==> src/rtl/stopwatch_control_unit.sv <==
// Stopwatch control FSM: merges button pulses and UART commands into run/clear/mode controls.
// Optional lap snapshot capture is enabled with the STOPWATCH_LAP_EN macro.
module stopwatch_control_unit #(
  parameter logic [7:0] CMD_RUN   = 8'h52,
  parameter logic [7:0] CMD_CLEAR = 8'h43,
  parameter logic [7:0] CMD_MODE  = 8'h4D,
  parameter logic [7:0] CMD_LAP   = 8'h4C
) (
  input  logic       clk,
  input  logic       reset,
  input  logic       i_btn_run_stop,
  input  logic       i_btn_clear,
  input  logic       i_btn_mode,
  input  logic       i_btn_lap,
  input  logic [7:0] i_rx_data,
  input  logic       i_rx_valid,
  input  logic [6:0] i_msec,
  input  logic [5:0] i_sec,
  input  logic [5:0] i_min,
  input  logic [4:0] i_hour,
  output logic       o_mode,
  output logic       o_run_stop,
  output logic       o_clear,
  output logic [1:0] o_state,
  output logic [6:0] o_lap_msec,
  output logic [5:0] o_lap_sec,
  output logic [5:0] o_lap_min,
  output logic [4:0] o_lap_hour,
  output logic       o_lap_valid
);

  typedef enum logic [1:0] {
    STOP  = 2'b00,
    RUN   = 2'b01,
    CLEAR = 2'b10
  } state_t;

  state_t state, state_nx;
  logic   mode, mode_nx;
  logic   zero, zero_q;
  logic   ev_run, ev_clear, ev_mode, ev_lap;
  logic   auto_stop;

  assign ev_run   = i_btn_run_stop | (i_rx_valid & (i_rx_data == CMD_RUN));
  assign ev_clear = i_btn_clear    | (i_rx_valid & (i_rx_data == CMD_CLEAR));
  assign ev_mode  = i_btn_mode     | (i_rx_valid & (i_rx_data == CMD_MODE));
  assign ev_lap   = i_btn_lap      | (i_rx_valid & (i_rx_data == CMD_LAP));

  assign zero = ({i_msec, i_sec, i_min, i_hour} == 24'd0);

  // Only the nonzero->zero edge stops a down-count
  assign auto_stop = mode & zero & ~zero_q;

  always_ff @(posedge clk) begin
    if (!reset) begin
      state  <= STOP;
      mode   <= 1'b0;
      zero_q <= 1'b1;
    end else begin
      state  <= state_nx;
      mode   <= mode_nx;
      zero_q <= zero;
    end
  end

  always_comb begin
    state_nx = state;
    mode_nx  = mode;
    unique case (state)
      STOP: begin
        if (ev_run) begin
          if (!(mode && zero)) state_nx = RUN;
        end else if (ev_clear) begin
          state_nx = CLEAR;
        end else if (ev_mode) begin
          mode_nx = ~mode;
        end
      end
      RUN: begin
        if (ev_run || auto_stop) state_nx = STOP;
      end
      CLEAR: state_nx = STOP;
      default: state_nx = STOP;
    endcase
  end

  assign o_mode     = mode;
  assign o_state    = state;
  assign o_run_stop = (state == RUN);
  assign o_clear    = (state == CLEAR);

`ifdef STOPWATCH_LAP_EN
  always_ff @(posedge clk) begin
    if (!reset || state == CLEAR) begin
      o_lap_msec  <= '0;
      o_lap_sec   <= '0;
      o_lap_min   <= '0;
      o_lap_hour  <= '0;
      o_lap_valid <= 1'b0;
    end else if (state == RUN && ev_lap) begin
      o_lap_msec  <= i_msec;
      o_lap_sec   <= i_sec;
      o_lap_min   <= i_min;
      o_lap_hour  <= i_hour;
      o_lap_valid <= 1'b1;
    end
  end
`else
  assign o_lap_msec  = '0;
  assign o_lap_sec   = '0;
  assign o_lap_min   = '0;
  assign o_lap_hour  = '0;
  // Lap decode is masked off so the event has no effect
  assign o_lap_valid = ev_lap & 1'b0;
`endif

endmodule

==> config.mk <==
export PLATFORM = sky130hd
export DESIGN_NAME = stopwatch_control_unit
export DESIGN_NICKNAME = d
export VERILOG_FILES = /design/src/rtl/stopwatch_control_unit.sv
export SDC_FILE = /design/constraint.sdc
export NUM_CORES = 1
export LEC_CHECK = 0
export BUFFER_PORTS_ARGS = -buffer_cell sky130_fd_sc_hd__buf_2
export CELL_PAD_IN_SITES_DETAIL_PLACEMENT = 1
export CELL_PAD_IN_SITES_GLOBAL_PLACEMENT = 2
export CORE_MARGIN = 2
export CORE_UTILIZATION = 12
export DETAILED_ROUTE_END_ITERATION = 10
export GPL_TIMING_DRIVEN = 0
export PLACE_DENSITY_LB_ADDON = 0.15
export REMOVE_ABC_BUFFERS = 1
export SYNTH_ARGS = -nofsm -noshare
export SYNTH_HDL_FRONTEND = slang
export SYNTH_SLANG_ARGS = --single-unit
==> constraint.sdc <==
create_clock -name clk -period 1.4 [get_ports clk]
set_input_delay 0.28 -clock clk [delete_from_list [all_inputs] [get_ports clk]]
set_output_delay 0.28 -clock clk [all_outputs]
set_load 0.02 [all_outputs]
==> summary.txt <==
Min path
  • Hold depth: 2
  • Hold wc startpoint: reset
  • Hold WC Path Type: in -> reg
  • Hold EP: zero_q

Setup path
  • Arr. time, crit path: 990 ps
  • Reg2Reg Depth: 4
  • WS Path Type: reg -> out
  • WP data required: 1120 ps
  • R2R Path End: o_mode
  • CP Max Fanout: 6
  • Startpoint types: flop
  • Reg-to-reg setup timing slack: 140 ps
  • CP endpoint kind: output pin
  • Crit Reg-Reg Startpoint: o_state[1]

Power and ir drop
  • Design Power: 566 uW
  • PwrDens: between 700 and 800 mW/mm^2
  • Leakage: 0.000373 uW
  • Peak VDD IR: approximately 170 uV

Clock network
  • Clock sinks: 4
  • Depth of the CTS H-tree: 1
  • Root Buffer: clkbuf_8
  • Clk slew on worst S/H paths: about 30 ps
  • CTS tree: done
  • Num CTS Buffers: 3
  • Clk Latency, worst-skew pair: 210 ps
  • Clk buf depth: 2
  • Hold-fix buffers, CTS: 0

Cells and area
  • Synthesis-to-layout area growth: 46.1%
  • Design area: just over 700 um^2
  • Most frequent cells in the layout: buf_2 (42), conb_1 (25), nor4_1 (6), nand4_1 (4), dfxtp_1 (4)
  • ANT cells: 0
  • Most common cell after layout, fill and taps aside: buf_2
  • Layout Nets: 149
  • Final core occ: between 15 and 20%
  • Layout cell share with drive strength beyond 1: ~46%

Detailed routing
  • ANT nets after route: 0
  • Drt pass-1 iters: 3
  • Initial DRC Count: 22
  • Routed len/inst: 9.13 um
  • # DRC: 0
  • Routed vias/inst: 3.47
  • Total wire length: between 1 and 1.5 mm
  • Total number of vias: ~550

Timing
  • Fin. max-slew vios: 0
  • Fmax: around 800 MHz
  • Minimum clock period: 1270 ps
  • Final setup viols: 0
  • Number of hold violations in the final report: 0
  • Worst hold slack: 286 ps
  • RSZ-0062 raised after global routing: no
  • Skew final: 1.93 ps
  • Period utilisation layout: between 90% and 100%
  • Setup TNS Final: 0 ps

Place
  • DP HPWL: 1.33 mm
  • Post-DP Area: roughly 670 um^2
  • IO buf count: 42
  • Final GP Congestion: 0.605

Yosys
  • Yosys cell types: 21
  • Seq cells post-synth: 4
  • Cells after synthesis: between 60 and 70
  • Yosys warnings: 0
  • Post-Syn Area: 497 um^2
  • Seq/Total Area, Yosys: 16.1%
  • Avg Inst Size Synth: about 7.9 um^2

Status
  • Status: complete, no violations

GRT
  • Largest net degree at the start of global routing: 7
  • Initial antenna violation count: 0
  • Total global-route track usage: just over 6%
  • First-pass GRT wire length: 2.09 mm
  • GRT overflow: 0
  • Vias in the first global route: 538

Run
  • Max-Cap Viols: 0

Floorplan
  • Initial Util: 12.4%
  • Die area: 0.00467 mm^2
  • Die Y: 68.3 um
  • Die X-Extent: 68.3 um
  • CORE AREA: 0.00400 mm^2
  • Ports: just under 70
  • Row count: 23
==> how the worst max path moves through the flow <==
| stage | from | endpoint | slack, ps |
|---|---|---|---|
| after floorplan | i_rx_data[7] | o_state[0] | 100 |
| after global placement | i_rx_data[7] | o_state[0] | -70 |
| after detailed placement | i_rx_data[7] | o_state[0] | -70 |
| after CTS | o_state[0] | o_mode | 20 |
| after global routing | o_state[1] | o_mode | 10 |
| final | o_state[0] | o_run_stop | 130 |
==> logic make-up after synthesis <==
| family | share of synthesized area, % |
|---|---|
| AND/OR/NAND/NOR | 30.2 |
| AO/OA/AOI/OAI | 11.6 |
| flip-flops | 16.1 |
| other | 0.755 |
| XOR/XNOR | 3.53 |
| buffers and inverters | 37.8 |
==> Yosys cell counts <==
cell / number / area, um^2
conb_1: 1 / 3.75
buf_4: 25 / 188
a21oi_2: 1 / 8.76
nor4bb_1: 1 / 10.0
a21boi_1: 1 / 7.51
a211o_1: 1 / 8.76
nand3b_1: 1 / 7.51
xor2_1: 2 / 17.5
nor2_1: 3 / 11.3
nor4_1: 6 / 37.5
nor2b_1: 3 / 18.8
nand2_1: 2 / 7.51
nand4_1: 4 / 25.0
and4_1: 1 / 8.76
or3_1: 1 / 6.26
o21ai_0: 2 / 10.0
dfxtp_1: 4 / 80.1
and4bb_2: 1 / 12.5
a31oi_1: 1 / 6.26
a41oi_2: 1 / 16.3
nor3_1: 1 / 5.00
==> per-stage QoR <==
step / setup slack, ps / cells
after floorplan: 96.5 / 62
after global placement: -72.5 / 154
after detailed placement: -71.7 / 154
after CTS: 21.9 / 157
after global routing: 14.2 / 158
final: 128 / 158
==> report_power, final <==
group	leakage (uW)	internal, uW	total (uW)	switching (uW)
clock	0.0000216	183	236	53.7
combinational	0.000318	72.3	194	122
sequential	0.0000331	124	136	12.0
total	0.000373	379	566	187
==> sequential cells by signal, summed over array words and instances (netlist names) <==
name and count:
o_state 2, o_mode 1, zero_q 1
==> metal layers <==
layer	share of wire [%]	global-route usage, %	up-vias
li1	-	-	269
met1	40	6.96	230
met2	45	9.95	49
met3	15	1.32	0
met4	0	4.50	0
met5	0	0	-
==> layout make-up <==
type	instances	area, um^2
clock buffers	3	41.3
well taps	50	62.6
multi-input cells	58	324
flip-flops and latches	4	80.1
repair buffers	43	218
fillers	509	3270
==> critical path, cell delays in order (launching register included) <==
cell	delay, ps
dfxtp_1	440
nor2b_1	170
buf_2	170
==> what timing repair did <==
action,4_1_cts,5_1_grt
gates resized for setup,0,1
endpoints found under the setup margin,0,1
setup buffers,0,1
(Power assumes the default switching activity.)
